<file path="src/rtl/pc_fetch_unit_pkg.sv">
// Shared types and widths for the fetch unit: FSM state encoding, instruction/PC widths and the
// default reset PC.
package pc_fetch_unit_pkg;

  localparam int unsigned INST_W = 32;
  localparam int unsigned PC_W   = 32;

  localparam logic [PC_W-1:0] RESET_PC_DEFAULT = 32'h0000_0000;

  typedef enum logic [1:0] {
    StBoot,
    StFetch,
    StHold
  } fetch_state_e;

endpackage

</file>
<file path="src/rtl/pc_fetch_unit_if.sv">
// Instruction-memory request/response and decode hand-off signals of the fetch unit.
// master = fetch unit side, slave = memory/decode environment side.
interface pc_fetch_unit_if;
  import pc_fetch_unit_pkg::*;

  logic              imem_req_valid;
  logic [PC_W-1:0]   imem_req_addr;
  logic              imem_req_ready;
  logic              imem_rsp_valid;
  logic [INST_W-1:0] imem_rsp_data;
  logic              inst_valid;
  logic [INST_W-1:0] inst_data;
  logic [PC_W-1:0]   inst_pc;
  logic              inst_ready;

  modport master (
    output imem_req_valid,
    output imem_req_addr,
    input  imem_req_ready,
    input  imem_rsp_valid,
    input  imem_rsp_data,
    output inst_valid,
    output inst_data,
    output inst_pc,
    input  inst_ready
  );

  modport slave (
    input  imem_req_valid,
    input  imem_req_addr,
    output imem_req_ready,
    output imem_rsp_valid,
    output imem_rsp_data,
    input  inst_valid,
    input  inst_data,
    input  inst_pc,
    output inst_ready
  );

endinterface

</file>
<file path="src/rtl/fetch_sync_fifo.sv">
// Small synchronous FIFO with same-cycle push/pop and a flush that empties it in one cycle.
// DEPTH must be a power of two so the pointers wrap naturally.
module fetch_sync_fifo #(
  parameter int unsigned WIDTH = 32,
  parameter int unsigned DEPTH = 2
) (
  input  logic             clk_i,
  input  logic             rst_ni,
  input  logic             flush_i,
  input  logic             push_i,
  input  logic [WIDTH-1:0] wdata_i,
  input  logic             pop_i,
  output logic [WIDTH-1:0] rdata_o,
  output logic             full_o,
  output logic             empty_o
);

  localparam int unsigned AW = (DEPTH > 1) ? $clog2(DEPTH) : 1;
  localparam logic [AW:0] DEPTH_W = (AW + 1)'(DEPTH);

  logic [WIDTH-1:0] mem_q [DEPTH];
  logic [AW-1:0]    wptr_q, rptr_q;
  logic [AW:0]      cnt_q, cnt_d;

  always_comb begin
    cnt_d = cnt_q;
    unique case ({push_i, pop_i})
      2'b10:   cnt_d = cnt_q + 1'b1;
      2'b01:   cnt_d = cnt_q - 1'b1;
      default: cnt_d = cnt_q;
    endcase
  end

  always_ff @(posedge clk_i or negedge rst_ni) begin
    if (!rst_ni) begin
      wptr_q <= '0;
      rptr_q <= '0;
      cnt_q  <= '0;
    end else if (flush_i) begin
      wptr_q <= '0;
      rptr_q <= '0;
      cnt_q  <= '0;
    end else begin
      if (push_i) wptr_q <= wptr_q + AW'(1);
      if (pop_i)  rptr_q <= rptr_q + AW'(1);
      cnt_q <= cnt_d;
    end
  end

  always_ff @(posedge clk_i) begin
    if (push_i && !flush_i) mem_q[wptr_q] <= wdata_i;
  end

  assign rdata_o = mem_q[rptr_q];
  assign full_o  = (cnt_q == DEPTH_W);
  assign empty_o = (cnt_q == '0);

endmodule

</file>
<file path="src/rtl/pc_fetch_unit.sv">
// Fetch unit: owns the PC, issues word-addressed imem reads under a credit limit, buffers in-order
// responses for decode and squashes stale ones after a redirect. PC_REDIRECT_STATS_EN adds counters.
module pc_fetch_unit
  import pc_fetch_unit_pkg::*;
#(
  parameter logic [PC_W-1:0] RESET_PC  = RESET_PC_DEFAULT,
  parameter int unsigned     BUF_DEPTH = 2
) (
  input  logic            clk,
  input  logic            rst_n,
  input  logic            pc_src,
  input  logic [PC_W-1:0] target_address,
  pc_fetch_unit_if.master bus
`ifdef PC_REDIRECT_STATS_EN
  ,
  output logic [31:0]     redirect_cnt,
  output logic [31:0]     drop_total
`endif
);

  localparam int unsigned   CW          = $clog2(BUF_DEPTH + 1);
  localparam logic [CW-1:0] CREDITS_MAX = CW'(BUF_DEPTH);

  fetch_state_e           state_q, state_d;
  logic [PC_W-1:0]        fetch_pc_q, fetch_pc_d;
  logic [CW-1:0]          credits_q, credits_d;
  logic [CW-1:0]          drop_cnt_q, drop_cnt_d;
  logic [CW-1:0]          in_flight_q, in_flight_d;
  logic                   req_valid_q;

  logic                   accept, rsp, redir, inst_fire, drop, buf_push;
  logic [PC_W-1:0]        pc_rdata;
  logic                   pc_full, pc_empty, buf_full, buf_empty;
  logic [PC_W+INST_W-1:0] buf_rdata;

  assign accept    = req_valid_q & bus.imem_req_ready;
  assign rsp       = bus.imem_rsp_valid;
  assign redir     = pc_src & (state_q != StBoot);
  assign inst_fire = bus.inst_valid & bus.inst_ready;
  // A response arriving in the redirect cycle belongs to the old stream as well.
  assign drop      = rsp & (redir | (drop_cnt_q != '0));
  assign buf_push  = rsp & ~drop;

  always_comb begin
    fetch_pc_d  = fetch_pc_q;
    in_flight_d = in_flight_q + CW'(accept) - CW'(rsp);
    credits_d   = credits_q;
    drop_cnt_d  = drop_cnt_q;
    state_d     = state_q;

    if (redir) begin
      fetch_pc_d = target_address;
      credits_d  = CREDITS_MAX - in_flight_d;
      drop_cnt_d = in_flight_d;
    end else begin
      if (accept) fetch_pc_d = fetch_pc_q + 1'b1;
      credits_d  = credits_q - CW'(accept) + CW'(drop) + CW'(inst_fire);
      drop_cnt_d = drop_cnt_q - CW'(drop);
    end

    unique case (state_q)
      StBoot:  state_d = StFetch;
      default: state_d = (redir || (credits_d != '0)) ? StFetch : StHold;
    endcase
  end

  always_ff @(posedge clk or negedge rst_n) begin
    if (!rst_n) begin
      state_q     <= StBoot;
      fetch_pc_q  <= RESET_PC;
      credits_q   <= CREDITS_MAX;
      drop_cnt_q  <= '0;
      in_flight_q <= '0;
      req_valid_q <= 1'b0;
    end else begin
      state_q     <= state_d;
      fetch_pc_q  <= fetch_pc_d;
      credits_q   <= credits_d;
      drop_cnt_q  <= drop_cnt_d;
      in_flight_q <= in_flight_d;
      req_valid_q <= (state_d == StFetch) && (credits_d != '0);
    end
  end

  fetch_sync_fifo #(
    .WIDTH (PC_W),
    .DEPTH (BUF_DEPTH)
  ) u_pc_fifo (
    .clk_i   (clk),
    .rst_ni  (rst_n),
    .flush_i (1'b0),
    .push_i  (accept),
    .wdata_i (fetch_pc_q),
    .pop_i   (rsp),
    .rdata_o (pc_rdata),
    .full_o  (pc_full),
    .empty_o (pc_empty)
  );

  fetch_sync_fifo #(
    .WIDTH (PC_W + INST_W),
    .DEPTH (BUF_DEPTH)
  ) u_inst_buf (
    .clk_i   (clk),
    .rst_ni  (rst_n),
    .flush_i (redir),
    .push_i  (buf_push),
    .wdata_i ({pc_rdata, bus.imem_rsp_data}),
    .pop_i   (inst_fire),
    .rdata_o (buf_rdata),
    .full_o  (buf_full),
    .empty_o (buf_empty)
  );

  assign bus.imem_req_valid = req_valid_q;
  assign bus.imem_req_addr  = fetch_pc_q;
  assign bus.inst_valid     = ~buf_empty & ~pc_src;
  assign bus.inst_data      = buf_empty ? '0 : buf_rdata[INST_W-1:0];
  assign bus.inst_pc        = buf_empty ? '0 : buf_rdata[PC_W+INST_W-1:INST_W];

`ifdef PC_REDIRECT_STATS_EN
  logic [31:0] redirect_cnt_q, drop_total_q;

  always_ff @(posedge clk or negedge rst_n) begin
    if (!rst_n) begin
      redirect_cnt_q <= '0;
      drop_total_q   <= '0;
    end else begin
      if (redir && (redirect_cnt_q != '1)) redirect_cnt_q <= redirect_cnt_q + 32'd1;
      if (drop && (drop_total_q != '1))    drop_total_q   <= drop_total_q + 32'd1;
    end
  end

  assign redirect_cnt = redirect_cnt_q;
  assign drop_total   = drop_total_q;
`endif

`ifndef SYNTHESIS
  rsp_outstanding_a: assert property (@(posedge clk) disable iff (!rst_n)
    bus.imem_rsp_valid |-> !pc_empty);
  pc_fifo_room_a: assert property (@(posedge clk) disable iff (!rst_n) accept |-> !pc_full);
  buf_room_a: assert property (@(posedge clk) disable iff (!rst_n)
    (buf_push && !inst_fire) |-> !buf_full);
`endif

endmodule

</file>
<file path="src/flat_wrapper.sv">
// flat-port wrapper written by rule: the top's interface ports become plain ports
module pc_fetch_unit_flat import pc_fetch_unit_pkg::*;
#(
  parameter logic [PC_W-1:0] RESET_PC  = RESET_PC_DEFAULT,
  parameter int unsigned     BUF_DEPTH = 2
)
  (clk, rst_n, pc_src, target_address, bus_imem_req_valid, bus_imem_req_addr, bus_imem_req_ready, bus_imem_rsp_valid, bus_imem_rsp_data, bus_inst_valid, bus_inst_data, bus_inst_pc, bus_inst_ready);
  pc_fetch_unit_if bus_i ();
  input  logic clk;
  input  logic rst_n;
  input  logic pc_src;
  input  logic [PC_W-1:0] target_address;
  output wire logic [$bits(bus_i.imem_req_valid)-1:0] bus_imem_req_valid;
  output wire logic [$bits(bus_i.imem_req_addr)-1:0] bus_imem_req_addr;
  input wire logic [$bits(bus_i.imem_req_ready)-1:0] bus_imem_req_ready;
  input wire logic [$bits(bus_i.imem_rsp_valid)-1:0] bus_imem_rsp_valid;
  input wire logic [$bits(bus_i.imem_rsp_data)-1:0] bus_imem_rsp_data;
  output wire logic [$bits(bus_i.inst_valid)-1:0] bus_inst_valid;
  output wire logic [$bits(bus_i.inst_data)-1:0] bus_inst_data;
  output wire logic [$bits(bus_i.inst_pc)-1:0] bus_inst_pc;
  input wire logic [$bits(bus_i.inst_ready)-1:0] bus_inst_ready;
  assign bus_imem_req_valid = bus_i.imem_req_valid;
  assign bus_imem_req_addr = bus_i.imem_req_addr;
  assign bus_i.imem_req_ready = bus_imem_req_ready;
  assign bus_i.imem_rsp_valid = bus_imem_rsp_valid;
  assign bus_i.imem_rsp_data = bus_imem_rsp_data;
  assign bus_inst_valid = bus_i.inst_valid;
  assign bus_inst_data = bus_i.inst_data;
  assign bus_inst_pc = bus_i.inst_pc;
  assign bus_i.inst_ready = bus_inst_ready;
  pc_fetch_unit #(.RESET_PC(RESET_PC), .BUF_DEPTH(BUF_DEPTH)) u_core (.clk(clk), .rst_n(rst_n), .pc_src(pc_src), .target_address(target_address), .bus(bus_i));
endmodule
</file>
<file path="config.mk">
export PLATFORM = sky130hd
export DESIGN_NAME = pc_fetch_unit_flat
export DESIGN_NICKNAME = d
export VERILOG_FILES = /design/src/rtl/pc_fetch_unit_pkg.sv /design/src/rtl/pc_fetch_unit_if.sv /design/src/rtl/fetch_sync_fifo.sv /design/src/rtl/pc_fetch_unit.sv /design/src/flat_wrapper.sv
export SDC_FILE = /design/constraint.sdc
export NUM_CORES = 1
export LEC_CHECK = 0
export BUFFER_PORTS_ARGS = -buffer_cell sky130_fd_sc_hd__buf_4
export CORE_UTILIZATION = 25
export CTS_CLUSTER_DIAMETER = 200
export DETAILED_ROUTE_END_ITERATION = 10
export HOLD_SLACK_MARGIN = 0.02
export PLACE_DENSITY_LB_ADDON = 0.1
export SYNTH_ARGS = -nofsm -noshare
export SYNTH_HDL_FRONTEND = slang
export SYNTH_HIERARCHICAL = 1
export SYNTH_SLANG_ARGS = --single-unit
</file>
<file path="constraint.sdc">
create_clock -name clk -period 12 [get_ports clk]
set_input_delay 1.2 -clock clk [delete_from_list [all_inputs] [get_ports clk]]
set_output_delay 1.2 -clock clk [all_outputs]
set_load 0.01 [all_outputs]
</file>
**After elaboration in Yosys (flattened, before gate mapping)**

Memory sizes are Yosys's and may differ from the RTL's.
Index checks and enable logic that the tools add are counted.

- Add/sub/neg operators: 14
- $mul: 0
- Divide/modulo/power cells: 0
- Order comparisons: 0
- Equal/unequal tests: 3
- Shift operators: 0
- Muxes and demuxes: 18
- Bitwise gates (word level): 10
- Reduce and logical (&&, ||, !) cells: 13

Operator list:

| kind | number |
|---|---|
| $mux W32 | 4 |
| $add A32 B1 Y32 const B | 1 |
| $reduce_bool A2 Y1 | 6 |
| $mux W2 | 5 |
| $mux W1 | 8 |
| $add A2 B1 Y2 | 3 |
| $and A1 B1 Y1 | 6 |
| $sub A2 B1 Y2 | 3 |
| $add A1 B1 Y1 const B | 4 |
| $eq A2 B1 Y1 const B | 2 |
| $logic_not A2 Y1 | 2 |
| $pmux W2 S2 | 1 |
| $not A1 Y1 | 3 |
| $reduce_bool A3 Y1 | 1 |
| $add A2 B1 Y2 const B | 1 |
| $eq A2 B2 Y1 const B | 1 |
| $logic_and A1 B1 Y1 | 2 |
| $sub A2 B1 Y2 const B | 1 |
| $sub A2 B2 Y2 const A | 1 |
| $logic_not A1 Y1 | 1 |
| $logic_or A1 B1 Y1 | 1 |
| $or A1 B1 Y1 | 1 |

- Bits in registers: 47
- Bits in latches: 0
- Bits in writable memories: 192
- ROM bits: 0
- Bits of input ports: 70
- Logic and storage cells: 71
- Memories: 2

Memory list:

| name | words | width | rd ports | clocked after memory_dff | write ports | line | source |
|---|---|---|---|---|---|---|---|
| u_core.u_inst_buf.mem_q | 2 | 64 | 1 | 0 | 1 | fetch_sync_fifo.sv:21 | `logic [WIDTH-1:0] mem_q [DEPTH];` |
| u_core.u_pc_fifo.mem_q | 2 | 32 | 1 | 0 | 1 | fetch_sync_fifo.sv:21 |  |

**Depth between registers and ports, before layout**

Gate-level depths: netlist of the first run.

- Depth after elaboration: 13
- Mapped depth: 12
- Mapped depth without buffers: 11

**Hierarchy**

Netlist of the first run, hierarchy kept.

Modules (own cells, without submodules):

| module | times used | cells each | area an instance (µm²) |
|---|---|---|---|
| fetch_sync_fifo (u_core.u_inst_buf) | 1 | 219 | 5036.1 |
| pc_fetch_unit | 1 | 332 | 2783.9 |
| fetch_sync_fifo (u_core.u_pc_fifo) | 1 | 121 | 2655.0 |

**Worst setup path before layout of the first run**

Ideal clock, no wire load.

- Path kind: input -> register
- Start point: input port pc_src
- End point: memory u_core/u_inst_buf/mem_q[0][0] in the netlist's numbering (enable)
- Data arrival time: 7.023 ns
- Data required time: 11.420 ns
- Setup slack: 4.397 ns
- Stages: 5
- Path buffers: 1
- Cells stage by stage: o21ai_2 > inv_1 > clkbuf_1 > nor4b_1 > nor3b_1

- Longest elaborated chain between the ends: 8

RTL lines:

| item | line | source |
|---|---|---|
| from (decl) | flat_wrapper.sv:11 | `input logic pc_src;` |
| $and A1 B1 Y1 | pc_fetch_unit.sv:38 | `assign redir = pc_src & (state_q != StBoot);` |
| $or A1 B1 Y1 | pc_fetch_unit.sv:41 | `assign drop = rsp & (redir \| (drop_cnt_q != '0));` |
| $and A1 B1 Y1 | pc_fetch_unit.sv:41 |  |
| $not A1 Y1 | pc_fetch_unit.sv:42 | `assign buf_push = rsp & ~drop;` |
| $and A1 B1 Y1 | pc_fetch_unit.sv:42 |  |
| via u_core.buf_push | pc_fetch_unit.sv:31 | `logic accept, rsp, redir, inst_fire, drop, buf_push;` |
| $logic_and A1 B1 Y1 | fetch_sync_fifo.sv:51 | `if (push_i && !flush_i) mem_q[wptr_q] <= wdata_i;` |
| $mux W1 | fetch_sync_fifo.sv:51 |  |
| $mux W1 (not written as such) | fetch_sync_fifo.sv:51 |  |
| to (decl) | fetch_sync_fifo.sv:21 |  |

The timed path passes the listed nets, and every way through them passes these cells.

**Worst setup path after layout of the first run**

- Start point: register u_core.u_inst_buf.rptr_q
- End point: output port bus_inst_pc[20]

- Longest elaborated chain between the ends: 2

RTL lines:

| item | line | source |
|---|---|---|
| from (decl) | fetch_sync_fifo.sv:22 | `logic [AW-1:0] wptr_q, rptr_q;` |
| from (signal assigned) | fetch_sync_fifo.sv:45 | `if (pop_i) rptr_q <= rptr_q + AW'(1);` |
| $mem_v2 Z2 W64 | -- |  |
| via u_core.buf_rdata[52] | pc_fetch_unit.sv:34 | `logic [PC_W+INST_W-1:0] buf_rdata;` |
| $mux W32 | pc_fetch_unit.sv:119 | `assign bus.inst_pc = buf_empty ? '0 : buf_rdata[PC_W+INST_W-1:INST_W];` |
| to (decl) | flat_wrapper.sv:20 | `output wire logic [$bits(bus_i.inst_pc)-1:0] bus_inst_pc;` |

The timed path passes the listed nets, and every way through them passes these cells.

==> results of run 1 <==
registers in the layout, summed over array words and instances, names as in the netlist, 2 cells and up:
| signal | flops |
|---|---|
| u_core/credits_q | 2 |
| u_core/u_pc_fifo/mem_q | 64 |
| u_core/state_q | 2 |
| u_core/u_inst_buf/cnt_q | 2 |
| u_core/u_inst_buf/mem_q | 128 |
| u_core/drop_cnt_q | 2 |
| u_core/bus.imem_req_addr | 32 |
| u_core/in_flight_q | 2 |
metal layers:
layer  GRT usage (%)  part of all wire [%]  up-vias
li1                -                     -     2761
met3            2.30                   4.6       38
met2            19.6                    46      150
met5               0                     0        -
met4            3.02                   2.1        0
met1            16.4                    47     2847
area by class of cell:
type	count	share of cell area (%)
tap	532	5.11
multi-input combinational	386	24.7
sequential	239	53.4
clock buffer	36	5.78
inverter	9	0.260
timing repair buffer	175	10.1
clock inverter	14	0.721
power groups by stage:
| stage | combinational (mW) | clock [mW] | sequential, mW |
|---|---|---|---|
| global placement | 0.703 | 0 | 1.14 |
| floorplan | 0.408 | 0 | 1.09 |
| detailed placement | 0.701 | 0 | 1.14 |
| global route | 0.750 | 0.845 | 1.13 |
| finish | 0.677 | 0.781 | 1.12 |
| CTS | 0.704 | 0.813 | 1.12 |
metrics by stage:
step	utilization, %	cell area, um^2	hold WS, ps	setup slack [ps]	cells
after detailed placement	29.8	12200	535	7650	1341
after CTS	31.9	13000	548	7900	1391
final	31.9	13000	543	8020	1391
after floorplan	-	10400	517	4400	661
after global routing	31.9	13000	562	7830	1391
after global placement	29.8	12200	523	7760	1341
worst max-delay path, delay by kind of cell, from the launching register on:
family	cells	cell delay, ps
buffers and inverters	2	890
flip-flops	1	740
multiplexers	1	430
AND/OR/NAND/NOR	1	130
final timing paths:
path | start | endpoint | slack, ps | cells past startpoint
hold / removal | u_core/bus.imem_req_addr[31] | u_core/u_pc_fifo/mem_q[1][31] | 540 | 0
setup / recovery | u_core/u_inst_buf/rptr_q | bus_inst_pc[20] | 8020 | 4
min in group asynchronous | rst_n | u_core/bus.imem_req_addr[28] | 690 | 1
hold reg to reg | u_core/bus.imem_req_addr[31] | u_core/u_pc_fifo/mem_q[1][31] | 540 | 0
max in group asynchronous | rst_n | u_core/u_inst_buf/rptr_q | 10790 | 1
setup reg to reg | u_core/state_q[1] | u_core/u_inst_buf/mem_q[0][60] | 8270 | 5
layout by cell type (no fill, tap or decap), types with 2 or more instances in the layout:
cell / count
dfrtp_1: 44
nor3_1: 11
clkinv_2: 9
clkinv_1: 4
or2_2: 2
nor3b_2: 3
nor4_2: 3
a31oi_1: 2
and3_1: 2
xnor2_1: 19
conb_1: 4
edfxtp_1: 192
mux2_2: 14
nor2_1: 23
o21ai_0: 20
and3b_1: 2
xor2_1: 21
clkbuf_16: 29
a211oi_1: 3
mux2_1: 3
nor2b_1: 64
nand2_1: 42
inv_1: 8
nand3_1: 17
nand4_1: 11
buf_4: 175
ha_1: 5
nor4_1: 3
and3_2: 2
mux2_4: 79
a21oi_1: 5
o21ai_1: 8
clkbuf_1: 7
and4_2: 2
==> flow_summary_export.csv, run 1 <==
group,metric,value,unit
finish,n_antenna_cell,0,
detailed_routing,vias,5796,
floorplanning,ios,168,
pwr,p_leak,4.83,nW
synthesis,synth_area,0.0103,mm^2
critical_path,critPathMaxStageDelay,740,ps
floorplanning,die-area,0.0422,mm^2
pwr,p_switching,0.776,mW
grt,grt_pass1_wl,37700,um
job,max_cap_viol_count,0,
floorplanning,core,0.0408,mm^2
critical_path,arrival,2780,ps
min_path,hold_path_class,"reg2reg",
timing,fmax,0.251,GHz
pwr,comb_power_share,26.3,%
synthesis,synth_cells,658,
synthesis,yosysWarnings,6,
pwr,clockPowerShare,30.3,%
clock_network,cts.sinks,239,
finish,regArea,0.00695,mm^2
floorplanning,start_util,25.3,%
timing,setup_viol,0,
critical_path,critPathSlowestCell,"dfrtp_4",
clock_network,cts_resized,0,
critical_path,crit_chain,"buf_4 > mux2_2 > nor2b_1 > buf_4",
critical_path,crit_fanout,42,
critical_path,startpoint_type,"flop",
clock_network,clk_path_buf_depth,3,
floorplanning,die_h,205,um
detailed_routing,drt-vias-per-instance,4.17,
placement,hpwl,16600,um
detailed_routing,drc,0,
clock_network,postCtsSetupBuffers,0,
clock_network,cts_root_buf,"clkbuf_16",
critical_path,end_kind,"output port",
pwr,p_per_area,198,mW/mm^2
grt,overflow,0,
pwr,ir_drop,0.125,mV
clock_network,htreeDepth,1,
timing,rsz0062_at_grt,"no",
finish,n_fill_cell,4059,
synthesis,syn_area_per_cell,15.7,um^2
finish,fin_nets,915,
floorplanning,rows,74,
grt,grt_pass1_vias,5969,
clock_network,cts_made_buffers,28,
finish,multi_input_area,0.00321,mm^2
pwr,intPower,1.80,mW
timing,hold_viol,0,
detailed_routing,drt_iter0_markers,291,
critical_path,worst-setup-path-type,"reg2out",
clock_network,clkTransAtPathRegs,60,ps
grt,grt_max_degree,65,
detailed_routing,wl,25500,um
detailed_routing,drtAntennaViolNets,0,
clock_network,clkLatencyLatePin,530,ps
critical_path,worst_ep_required_time,10800,ps
pwr,power_frac_seq,43.4,%
timing,slew_violations,0,
grt,grt_usage,12.0,%
placement,gp_congestion,0.696,
detailed_routing,wl_per_cell,18.4,um
timing,skew,7.04,ps
detailed_routing,first_pass_iters,4,
pwr,power.switching_fraction,30.1,%
placement,io_buffer_count,167,
run_status,outcome,"completed",
timing,fin_crit,3980,ps
finish,layout-drive-gt1-share,38.5,%
finish,syn2layout_area_growth,25.9,%
timing,tns,0,ps
timing,max_slew_margin,24.0,%
timing,finalCritPeriodShare,33.2,%
critical_path,cp_common_cell,"buf_4",
pwr,finalPower,2.57,mW
grt,grt_antenna_before_repair,0,
clock_network,postCtsHoldBufs,0,
timing,worstMarginPinSlew,1120,ps
clock_network,cts_tree,"done",
floorplanning,die_x,205,um
(Power assumes the default switching activity.)
==> inputs of run 2 (changes only) <==
==> constraint.sdc (replaced) <==
create_clock -name clk -period 3.4 [get_ports clk]
set_input_delay 0.34 -clock clk [delete_from_list [all_inputs] [get_ports clk]]
set_output_delay 0.34 -clock clk [all_outputs]
set_load 0.01 [all_outputs]
==> run 2 against run 1 <==
- utilization up 1.8 points
- critical path depth up 6
- global-route usage is essentially flat
- via count rose by 4.9%
- worst hold slack got worse by 490 ps
- routed wire length rose by 0.18%
- worst setup slack got worse by 7300 ps
- clock-buffer cell count down 2
- highest routed layer unchanged
==> flow_summary_export.csv, run 2 (synthesis results as in run 1) <==
group,metric,value,unit
floorplanning,start_util,25.3,%
pwr,p_per_area,674,mW/mm^2
floorplanning,core,0.0408,mm^2
critical_path,cp_top_family,"adder cells",
floorplanning,rows,74,
clock_network,htreeDepth,1,
detailed_routing,drt_iter0_markers,253,
critical_path,crit_fanout,10,
placement,dp.cells,1346,
grt,overflow,0,
finish,final_area,0.0137,mm^2
critical_path,worst_ep_required_time,3840,ps
timing,hold_viol,0,
floorplanning,die-area,0.0422,mm^2
critical_path,startpoint_type,"flop",
placement,place_area,0.0123,mm^2
grt,grt_max_degree,65,
pwr,p_leak,5.13,nW
critical_path,worst-setup-path-type,"reg2reg",
detailed_routing,drt-vias-per-instance,4.17,
grt,grt_pass1_vias,6129,
timing,tns,0,ps
job,max_cap_viol_count,0,
floorplanning,die_x,205,um
finish,fin_nets,979,
timing,rsz0062_at_grt,"no",
finish,max_flop_register,"u_core/u_inst_buf/mem_q",
placement,gp_congestion,0.696,
critical_path,critPathSlowestCell,"dfrtp_1",
clock_network,cts_root_buf,"clkbuf_16",
placement,io_buffer_count,167,
finish,multi_input_area,0.00324,mm^2
clock_network,clkTransAtPathRegs,60,ps
timing,slew_violations,0,
detailed_routing,first_pass_iters,4,
detailed_routing,vias,6079,
clock_network,cts_tree,"done",
clock_network,clk_path_buf_depth,3,
min_path,hold_path_class,"in2reg",
clock_network,cts.sinks,239,
timing,fin_crit,2670,ps
finish,syn2layout_area_growth,32.9,%
finish,n_antenna_cell,0,
timing,setup_viol,0,
clock_network,clkLatencyLatePin,550,ps
detailed_routing,drc,0,
timing,max_slew_margin,43.6,%
floorplanning,die_h,205,um
detailed_routing,wl,25600,um
placement,hpwl,16600,um
finish,layout_common_cells,"edfxtp_1 (192), buf_4 (176), mux2_4 (79)",
clock_network,cts_made_buffers,29,
grt,grt_pass1_wl,37800,um
grt,grt_antenna_before_repair,0,
timing,whs,49.9,ps
finish,n_fill_cell,4036,
critical_path,cp_num_buf_inv,3,
finish,regArea,0.00695,mm^2
finish,instances_no_fill,1458,
pwr,ir_drop,0.364,mV
detailed_routing,drtAntennaViolNets,0,
finish,utilization,33.6,%
timing,worstMarginPinSlew,846,ps
critical_path,critPathMaxStageDelay,400,ps
critical_path,crit_chain,"nand2_1 > clkinv_1 > ha_1 > inv_1 > fa_1 > xnor2_1 > xnor2_1 > or2_2 > nor3_1 > inv_1",
clock_network,cts_resized,0,
critical_path,end_kind,"flop",
detailed_routing,wl_per_cell,17.6,um
grt,grt_usage,12.1,%
timing,finalCritPeriodShare,78.6,%
finish,layout-drive-gt1-share,36.9,%
timing,fmax,0.374,GHz
finish,layout_commonest_cell,"edfxtp_1",
floorplanning,ios,168,
timing,skew,9.55,ps
run_status,outcome,"completed",
finish,largest_reg_flops,128,
critical_path,arrival,3120,ps
-- run 2: cell count changes in the layout (fill, tap and decap cells not counted), moves of 2 or more --
cell	change
dlygate4sd3_1	+58
clkbuf_1	-2
buf_12	+4
nor3b_4	+2
nor3b_2	-2
clkinv_1	+3
-- run 2: what timing repair did --
item | 4_1_cts | 5_1_grt
hold endpoints to repair | 136 | 0
hold buffers | 58 | 0
setup buffers | 0 | 0
-- run 2: layer usage --
layer  track usage, %  share of wire, %  up-vias
met1             16.0                46     3004
met3             2.22               4.8       34
met5                0                 0        -
li1                 -                 -     2897
met2             19.9                47      144
met4             3.54               1.9        0
-- run 2: final timing paths --
path,to,slack [ps],cells past startpoint,from
setup / recovery,u_core/state_q[0],730,10,u_core/bus.imem_req_valid
hold / removal,u_core/bus.imem_req_addr[5],50,3,target_address[5]
setup reg to reg,u_core/state_q[0],730,10,u_core/bus.imem_req_valid
hold reg to reg,u_core/u_inst_buf/mem_q[1][46],550,1,u_core/u_pc_fifo/mem_q[0][14]
max in group asynchronous,u_core/u_inst_buf/rptr_q,2520,2,rst_n
min in group asynchronous,u_core/bus.imem_req_addr[26],360,2,rst_n
-- run 2: per-stage QoR --
step	worst slack, ps	power, mW
after global routing	535	9.79
after floorplan	25.2	5.31
after detailed placement	653	6.52
final	726	9.26
after global placement	685	6.52
after CTS	626	9.48
-- run 2: report_power, final --
group	switching [mW]	internal [mW]	total, mW
sequential	0.345	3.56	3.90
clock	1.20	1.63	2.83
combinational	1.28	1.24	2.52
-- run 2: final cells by class --
| cell class | instances | share of cell area (%) |
|---|---|---|
| Sequential cell | 239 | 50.6 |
| Multi-Input combinational cell | 386 | 23.6 |
| Timing Repair Buffer | 238 | 14.4 |
| Clock buffer | 34 | 5.42 |
| Tap cell | 532 | 4.84 |
| Clock inverter | 20 | 0.920 |
| Inverter | 9 | 0.246 |
-- run 2: worst register-to-register path, delay by kind of cell, from the launching register on --
family                     cells  cell delay [ps]
xor gates and xnor gates       2              290
adders and majority gates      2              750
buffers and inverters          3              420
DFF                            1              400
and+or+nand+nor                3              700
